**config.mk**
```make
export PLATFORM = sky130hd
export DESIGN_NAME = pc_sequencer
export DESIGN_NICKNAME = d
export VERILOG_FILES = /design/src/rtl/pc_sequencer_pkg.sv /design/src/rtl/ret_stack.sv /design/src/rtl/pc_sequencer.sv
export SDC_FILE = /design/constraint.sdc
export NUM_CORES = 1
export LEC_CHECK = 0
export ABC_AREA = 1
export CAP_MARGIN = 20
export CORE_MARGIN = 3
export CORE_UTILIZATION = 60
export DETAILED_ROUTE_END_ITERATION = 8
export DONT_BUFFER_PORTS = 1
export MAX_ROUTING_LAYER = met4
export PLACE_DENSITY = 0.77
export SETUP_SLACK_MARGIN = 0.2
export SLEW_MARGIN = 20
export SYNTH_ARGS = -nofsm -noshare
export SYNTH_HDL_FRONTEND = slang
export SYNTH_SLANG_ARGS = --single-unit
```
**constraint.sdc**
```tcl
create_clock -name clk -period 6.76 [get_ports clk]
set_clock_uncertainty 0.2 [all_clocks]
set_input_delay 0.676 -clock clk [delete_from_list [all_inputs] [get_ports clk]]
set_output_delay 0.676 -clock clk [all_outputs]
set_load 0.02 [all_outputs]
```
**src/rtl/pc_sequencer_pkg.sv**
```systemverilog
// Shared types and constants for the program-counter sequencer.
// Pure declarations: no latency and no flow control.
package pc_sequencer_pkg;

  localparam int PC_W      = 12;
  localparam int LABEL_W   = 8;
  localparam int RAS_DEPTH = 4;

  typedef logic [PC_W-1:0]    pc_t;
  typedef logic [LABEL_W-1:0] label_t;

  typedef enum logic [1:0] {IDLE, RUN, DONE} seq_state_e;

  localparam pc_t START_PC = '0;

endpackage

```
**src/rtl/ret_stack.sv**
```systemverilog
// Return-address LIFO built from a write pointer and a depth counter; push when full and pop when empty are no-ops.
// Latency: top is combinational and updates one cycle after push/pop. Backpressure: none, the caller gates push/pop.
module ret_stack #(
  parameter int DEPTH = 4,
  parameter int W     = 12
) (
  input  logic         clk,
  input  logic         reset,
  input  logic         push,
  input  logic         pop,
  input  logic         clear,
  input  logic [W-1:0] push_data,
  output logic [W-1:0] top,
  output logic         full,
  output logic         empty
);

  localparam int AW = $clog2(DEPTH);
  localparam logic [AW-1:0] PTR_ONE = AW'(1);
  localparam logic [AW:0]   CNT_ONE = (AW+1)'(1);
  localparam logic [AW:0]   CNT_MAX = (AW+1)'(DEPTH);

  logic [W-1:0]  mem [DEPTH];
  logic [AW-1:0] ptr;
  logic [AW:0]   depth;

  assign full  = (depth == CNT_MAX);
  assign empty = (depth == '0);
  // ptr points at the next free slot, so the live top sits one below it
  assign top   = mem[ptr - PTR_ONE];

  always_ff @(posedge clk or posedge reset) begin
    if (reset) begin
      ptr   <= '0;
      depth <= '0;
      for (int i = 0; i < DEPTH; i++) mem[i] <= '0;
    end else if (clear) begin
      ptr   <= '0;
      depth <= '0;
    end else if (push && !full) begin
      mem[ptr] <= push_data;
      ptr      <= ptr + PTR_ONE;
      depth    <= depth + CNT_ONE;
    end else if (pop && !empty) begin
      ptr   <= ptr - PTR_ONE;
      depth <= depth - CNT_ONE;
    end
  end

endmodule

```
**src/rtl/pc_sequencer.sv**
```systemverilog
// Program-counter sequencer: run/halt FSM, prioritised next-PC mux, return stack and sticky stack-error flag.
// Latency: PC updates one cycle after the request, lut_label is combinational. Backpressure: stall freezes PC, stack, FSM and flag.
module pc_sequencer
  import pc_sequencer_pkg::*;
(
  input  logic   clk,
  input  logic   reset,
  input  logic   start,
  input  logic   stall,
  input  logic   jump,
  input  logic   taken,
  input  logic   call,
  input  logic   ret,
  input  logic   halt,
  input  label_t label,
  output label_t lut_label,
  input  pc_t    lut_target,
  output pc_t    prog_ctr,
  output logic   busy,
  output logic   done,
  output logic   ras_err
);

  localparam pc_t PC_ONE = PC_W'(1);

  seq_state_e state, state_next;
  pc_t        pc_next;
  pc_t        pc_inc;
  pc_t        ras_top;
  logic       ras_full, ras_empty;
  logic       ras_push, ras_pop, ras_clear;
  logic       err_set;

  assign lut_label = label;
  assign busy      = (state == RUN);
  assign done      = (state == DONE);
  // Wraps modulo 2^PC_W, which also makes a return address of 4096 store as 0
  assign pc_inc    = prog_ctr + PC_ONE;

  ret_stack #(
    .DEPTH(RAS_DEPTH),
    .W    (PC_W)
  ) u_ret_stack (
    .clk      (clk),
    .reset    (reset),
    .push     (ras_push),
    .pop      (ras_pop),
    .clear    (ras_clear),
    .push_data(pc_inc),
    .top      (ras_top),
    .full     (ras_full),
    .empty    (ras_empty)
  );

  always_ff @(posedge clk or posedge reset) begin
    if (reset) begin
      state    <= IDLE;
      prog_ctr <= START_PC;
      ras_err  <= 1'b0;
    end else begin
      state    <= state_next;
      prog_ctr <= pc_next;
      if (ras_clear)    ras_err <= 1'b0;
      else if (err_set) ras_err <= 1'b1;
    end
  end

  always_comb begin
    state_next = state;
    pc_next    = prog_ctr;
    ras_push   = 1'b0;
    ras_pop    = 1'b0;
    ras_clear  = 1'b0;
    err_set    = 1'b0;
    unique case (state)
      IDLE, DONE: begin
        if (start) begin
          state_next = RUN;
          pc_next    = START_PC;
          ras_clear  = 1'b1;
        end
      end
      RUN: begin
        if (!stall) begin
          if (halt) begin
            state_next = DONE;
          end else if (ret) begin
            if (ras_empty) begin
              pc_next = pc_inc;
              err_set = 1'b1;
            end else begin
              pc_next = ras_top;
              ras_pop = 1'b1;
            end
          end else if (call) begin
            // The jump still happens on overflow; only the return address is lost
            pc_next = lut_target;
            if (ras_full) err_set  = 1'b1;
            else          ras_push = 1'b1;
          end else if (jump && taken) begin
            pc_next = lut_target;
          end else begin
            pc_next = pc_inc;
          end
        end
      end
      default: begin
        state_next = IDLE;
      end
    endcase
  end

endmodule

```
=== After elaboration in Yosys (flattened, before gate mapping) ===
Index checks and enable logic that the tools add are counted.

* Equal/unequal tests: 7
* Bitwise logic cells: 3
* Reductions and logical operators: 15
* Add/sub/neg operators: 5
* Muxes and demuxes: 46
* $lt $le $gt $ge: 3

{| class="wikitable"
|+ Operator list
! kind !! number
|-
| 2-to-1 mux 12 bit || 10
|-
| bitwise mux 48 bit || 1
|-
| binary-select mux 12 bit (select 2 bit) || 1
|-
| demux 12 bit (select 2 bit) || 1
|-
| case mux 12 bit (2 select lines) || 1
|-
| 2-to-1 mux 1 bit || 22
|-
| adder 12 x 1 -> 12 bit, second input constant || 1
|-
| 2-to-1 mux 2 bit || 6
|-
| 2-to-1 mux 3 bit || 3
|-
| inequality test 2 bit, second input constant || 4
|-
| >= comparator 3 bit, second input constant || 2
|-
| inverter 2 -> 3 bit || 2
|-
| logical AND 1 bit || 4
|-
| case mux 2 bit (2 select lines) || 1
|-
| AND reduction 4 bit || 1
|-
| nonzero test 2 bit || 2
|-
| adder 3 x 1 -> 3 bit, second input constant || 1
|-
| equality test 3 bit, second input constant || 1
|-
| zero test 3 bit || 1
|-
| < comparator 3 x 1 -> 1 bit, second input constant || 1
|-
| AND reduction 3 bit || 1
|-
| nonzero test 3 bit || 1
|-
| subtractor 3 x 1 -> 3 bit, second input constant || 1
|-
| adder 2 x 1 -> 2 bit, second input constant || 1
|-
| other kinds (8) || 9
|}

* Output and inout bits: 23
* Register bits: 68
* Bits of input ports: 29

=== Longest topological paths before layout ===
* Depth in word-level cells: 10
* Gate-level depth with buffers: 13

=== Cells and area by module ===
From an unflattened synthesis, not the netlist that was laid out.

* Cells, all modules: 511
* Area, all modules: 3942.5 µm²

{| class="wikitable"
|+ By module, submodules not included
! module !! instances !! cells an instance !! seq. area each (µm²) !! area an instance (µm²)
|-
| ret_stack || 1 || 287 || 1326.3 || 2603.7
|-
| pc_sequencer || 1 || 224 || 375.4 || 1338.8
|}

=== Worst setup path after synthesis ===
OpenSTA, ideal clock, no wires.

* Kind: input -> register
* From: input call
* To: register u_ret_stack.depth[2]
* Setup time: 127 ps
* Stages on the path: 9
* Data required time: 6433 ps
* Data arrival time: 1909 ps
* Setup slack: 4524 ps
* Path through: inv_1 > nor2_1 > nand2_2 > nor2_8 > fa_1 > xor2_1 > or2_2 > nand3_1 > o21ai_0

* Longest elaborated chain between the ends: 8
* Elaborated cells between the ends (all ways): 9
* Classes of those cells: mux (7); reduce/logical (2)

{| class="wikitable"
|+ Ends and longest elaborated chain
! element !! RTL line !! RTL
|-
| start: declaration || pc_sequencer.sv:12 || <nowiki>input logic call,</nowiki>
|-
| 2-to-1 mux 1 bit * || pc_sequencer.sv:95 || <nowiki>end else if (call) begin</nowiki>
|-
| 2-to-1 mux 1 bit * || pc_sequencer.sv:87 || <nowiki>end else if (ret) begin</nowiki>
|-
| 2-to-1 mux 1 bit * || pc_sequencer.sv:85 || <nowiki>if (halt) begin</nowiki>
|-
| 2-to-1 mux 1 bit * || pc_sequencer.sv:84 || <nowiki>if (!stall) begin</nowiki>
|-
| 2-to-1 mux 1 bit * || pc_sequencer.sv:75 || <nowiki>unique case (state)</nowiki>
|-
| logical AND 1 bit * || ret_stack.sv:40 || <nowiki>end else if (push && !full) begin</nowiki>
|-
| 2-to-1 mux 3 bit || ret_stack.sv:40 ||
|-
| 2-to-1 mux 3 bit || ret_stack.sv:37 || <nowiki>end else if (clear) begin</nowiki>
|-
| end signal: assignment || ret_stack.sv:43 || <nowiki>depth <= depth + CNT_ONE;</nowiki>
|-
| end signal: assignment || ret_stack.sv:46 || <nowiki>depth <= depth - CNT_ONE;</nowiki>
|-
| end: declaration || ret_stack.sv:25 || <nowiki>logic [AW:0] depth;</nowiki>
|}

Every way passes the cells marked *; elsewhere a longest branch is shown, timed or not.
A chain may end at the register's enable or synchronous reset.

=== Worst setup path after layout ===
* From: register u_ret_stack.ptr[0]
* To: register prog_ctr[0]

* Longest elaborated chain between the ends: 10

{| class="wikitable"
|+ Ends and longest elaborated chain
! element !! RTL line !! RTL
|-
| start: declaration || ret_stack.sv:24 || <nowiki>logic [AW-1:0] ptr;</nowiki>
|-
| start signal: assignment || ret_stack.sv:42 || <nowiki>ptr <= ptr + PTR_ONE;</nowiki>
|-
| start signal: assignment || ret_stack.sv:45 || <nowiki>ptr <= ptr - PTR_ONE;</nowiki>
|-
| subtractor 2 x 1 -> 2 bit || ret_stack.sv:30 || <nowiki>assign top = mem[ptr - PTR_ONE];</nowiki>
|-
| inverter 2 -> 3 bit (not written as such) || ret_stack.sv:30 ||
|-
| binary-select mux 12 bit (select 2 bit) || ret_stack.sv:30 ||
|-
| 2-to-1 mux 12 bit (not written as such) (2 in a row) || ret_stack.sv:30 ||
|-
| 2-to-1 mux 12 bit || pc_sequencer.sv:88 || <nowiki>if (ras_empty) begin</nowiki>
|-
| 2-to-1 mux 12 bit || pc_sequencer.sv:87 ||
|-
| 2-to-1 mux 12 bit || pc_sequencer.sv:85 ||
|-
| 2-to-1 mux 12 bit || pc_sequencer.sv:84 ||
|-
| case mux 12 bit (2 select lines) || pc_sequencer.sv:75 ||
|-
| end signal: assignment || pc_sequencer.sv:62 || <nowiki>prog_ctr <= pc_next;</nowiki>
|-
| end: declaration || pc_sequencer.sv:18 || <nowiki>output pc_t prog_ctr,</nowiki>
|}

Every way passes these cells. The select of a mux whose other input is x is not followed.

==> metrics.md <==
| Metric | Value |
|---|---|
| Outcome | `finished clean` |
| First-pass GRT wire length | `15750 um` |
| Gr busiest metal | `met2` |
| CTS Sinks | `68` |
| Startpoint Class | `register` |
| Endpoints failing setup | `0` |
| Antenna Diode Count | `0` |
| Core Area | `6026 sq um` |
| Post-synth top cells | `nand2_1, dfrtp_1, o21ai_0` |
| Worst Tran Pin Value | `0.9066 ns` |
| Wire length per cell | `16.59 um` |
| Die Y | `85.67 um` |
| Final wirelength | `9288 um` |
| Worst hold path type | `in2async` |
| Cell taking the most area after synthesis | `dfrtp_1` |
| Initial Util | `0.6321` |
| Tot GR Track Use | `0.2826` |
| Clock-pin slew on the worst setup and hold paths | `0.08 ns` |
| Die Area | `7339 sq um` |
| Post-Synthesis Cells | `490` |
| Largest family of logic cells by synthesized area | `simple AND/OR/NAND/NOR gates` |
| TritonCTS clock tree | `done` |
| Max-slew violation count | `0` |
| DRC | `0` |
| Mux cell area share after synthesis | `0` |
| Largest net degree at the start of global routing | `69` |
| Hpwl dp | `6336 um` |
| Max incr delay on CP | `0.93 ns` |
| Ys async rst share | `1.000` |
| Top cell type's share of synthesized area | `0.4468` |
| Post-Syn Area | `3809 sq um` |
| DR pass1 iterations | `6` |
| Vias per std cell | `5.777` |
| Worst-path cell chain | `inv_1, ha_1, inv_1, nor2_1, o21ai_0, nand2_1, nand2_1, o211ai_1, nand2_1, nand2_1` |
| Synth Area in XOR/XNOR | `0.01150` |
| Ports | `52` |
| Period Utilization, post-route | `0.5459` |
| Post-Synthesis Net Count | `525` |
| Critical Path Fanout Max | `29` |
| #FFs+latches synth | `68` |
| Post-CTS setup buffers | `0` |
| RD Place Congestion | `0.8856` |
| Minimum clock period | `3.690 ns` |
| Critical Path Most Common Cell | `nand2_1` |
| Cts repair resizes | `0` |
| Simple-Gate Fraction of Synth Area | `0.2934` |
| Post-Synth Adder-Cell Area | `0.02168` |
| Iteration-0 DRC Markers | `222` |
| M1 GR Usage | `0.3758` |
| Critical-path top delay cell | `dfrtp_1` |
| Main flop type after synthesis | `dfrtp_1` |
| Synth top area cells | `dfrtp_1, nand2_1, o21ai_0` |
| Synth Warn # | `0` |
| Num CTS Buffers | `9` |
| Seq/Total Area, Yosys | `0.4468` |
| Chip width | `85.67 um` |
| GR Overflow Total | `0` |
| Syn Area/Cell | `7.773 sq um` |
| Port bufs | `0` |
| Compound-Gate Fraction of Synth Area | `0.1390` |
| Clk root buf | `clkbuf_8` |
| Fmax | `271.0 MHz` |
| Post-synth EDFFs | `0` |
| Vias in the first global route | `3226` |
| Maxcap violations | `0` |
| Htree depth | `3` |
| Pwr/cell area | `410.0 nW/um^2` |
| Number of library cell types mapped by synthesis | `35` |
| Worst path required time | `6.84 ns` |
| Met2 track demand over resource | `0.4315` |
| # rows | `28` |
| Final Hold Viols | `0` |
| Number of hold buffers added after CTS | `0` |
| Crit path capture type | `register` |
| RSZ-0062 raised after global routing | `false` |
| Tot Pwr | `1624 uW` |
| Layout cells sized above 1 | `0.1196` |
| CTS Buffer Depth | `2` |
| Max transition margin | `0.3956` |
| Final nets | `516` |
| Most common cell in the netlist | `nand2_1` |
| TNS Setup | `0 ns` |
| Vias | `3235` |
| Worst R2R Path Depth | `10` |
| WS Path Type | `reg2reg` |
| M3 GR Usage | `0.05091` |
| Worst EP arrival | `3.77 ns` |
| Syn-to-layout area delta | `4.008%` |
| Post-route ant nets | `0` |
| Initial antenna violation count | `0` |
| Leakage | `0.001968 uW` |
| Worst IR drop on VDD | `0.2464 mV` |
| Clock Latency Late Sink | `0.35 ns` |
[stage by stage]
step | setup WS [ns] | instance area, sq um | std cells | hold WS (ns) | util
floorplan | 4.172 | 3809 | 490 | 0.2466 | -
global placement | 3.336 | 3756 | 545 | 0.2629 | 0.6233
detailed placement | 3.194 | 3756 | 545 | 0.2728 | 0.6233
CTS | 3.154 | 3961 | 560 | 0.2865 | 0.6574
global route | 2.690 | 3961 | 560 | 0.3060 | 0.6574
finish | 3.070 | 3961 | 560 | 0.2555 | 0.6574
[critical path, delay by kind of cell (launching register included)]
kind / cells / cell delay (ns)
compound gates: 2 / 0.19
fa+ha+maj: 1 / 0.80
buf+inv: 2 / 1.01
flops: 1 / 0.93
simple gates: 5 / 0.48
[where the power goes]
| part | internal (uW) | leakage, uW | switching, uW |
|---|---|---|---|
| combinational | 182 | 0.000973 | 402 |
| clock | 205 | 0.000102 | 155 |
| sequential | 516 | 0.000893 | 165 |
[state kept, by name (all words and copies together) (netlist names)]
signal,count
ras_err,1
u_ret_stack.ptr,2
u_ret_stack.depth,3
prog_ctr,12
u_ret_stack.mem,48
state,2
[final timing paths]
path	start	to	slack [ns]
worst max register to register	u_ret_stack.ptr[0]$_DFFE_PP0P_	prog_ctr[0]$_DFFE_PP0P_	3.07
worst max-delay path	u_ret_stack.ptr[0]$_DFFE_PP0P_	prog_ctr[0]$_DFFE_PP0P_	3.07
min in group clk	u_ret_stack.mem[32]$_DFFE_PP0P_	u_ret_stack.mem[32]$_DFFE_PP0P_	0.29
worst min register to register	u_ret_stack.mem[32]$_DFFE_PP0P_	u_ret_stack.mem[32]$_DFFE_PP0P_	0.29
max in group asynchronous	reset	u_ret_stack.mem[17]$_DFFE_PP0P_	5.55
worst min-delay path	reset	u_ret_stack.mem[34]$_DFFE_PP0P_	0.26
[cells in the final DEF (no fill, tap or decap), types with 2 or more instances in the layout]
cell type and count:
nor2_4 2, a21oi_1 8, o31ai_1 2, inv_1 42, nor2_2 4, nand2_2 6, o21ai_0 48, nand3b_1 2
a21oi_2 2, clkinv_2 2, nand3_1 38, o21ai_1 7, inv_2 6, ha_1 5, xor2_1 4, dfrtp_1 68
nand2_1 161, nand2_4 4, o21ai_2 14, or2_2 3, clkbuf_8 9, nor2_1 26, bufinv_16 2, nand4_1 4
o211ai_1 4
[cell type report]
cell class                      instances  area (sq um)
Clock inverter                          5         77.57
Clock buffer                           10         127.6
Sequential cell                        68          1702
Inverter                               48         180.2
Tap cell                               75         93.84
Multi-Input combinational cell        353          1773
Timing Repair Buffer                    1         7.507
Fill cell                             532          2064
[routing by layer]
layer  up-vias  routed length (um)
li1       1547                   -
met1      1499                3986
met2       159                4312
met3        30                 716
met4         0                 272
met5         -                   0
[cells by family after synthesis]
kind of cell | after synthesis
AO/OA/AOI/OAI | 89
XOR/XNOR | 5
adder cells (fa/ha/maj) | 6
AND/OR/NAND/NOR | 253
buffers and inverters | 69
flip-flops | 68
(Power assumes the default switching activity.)
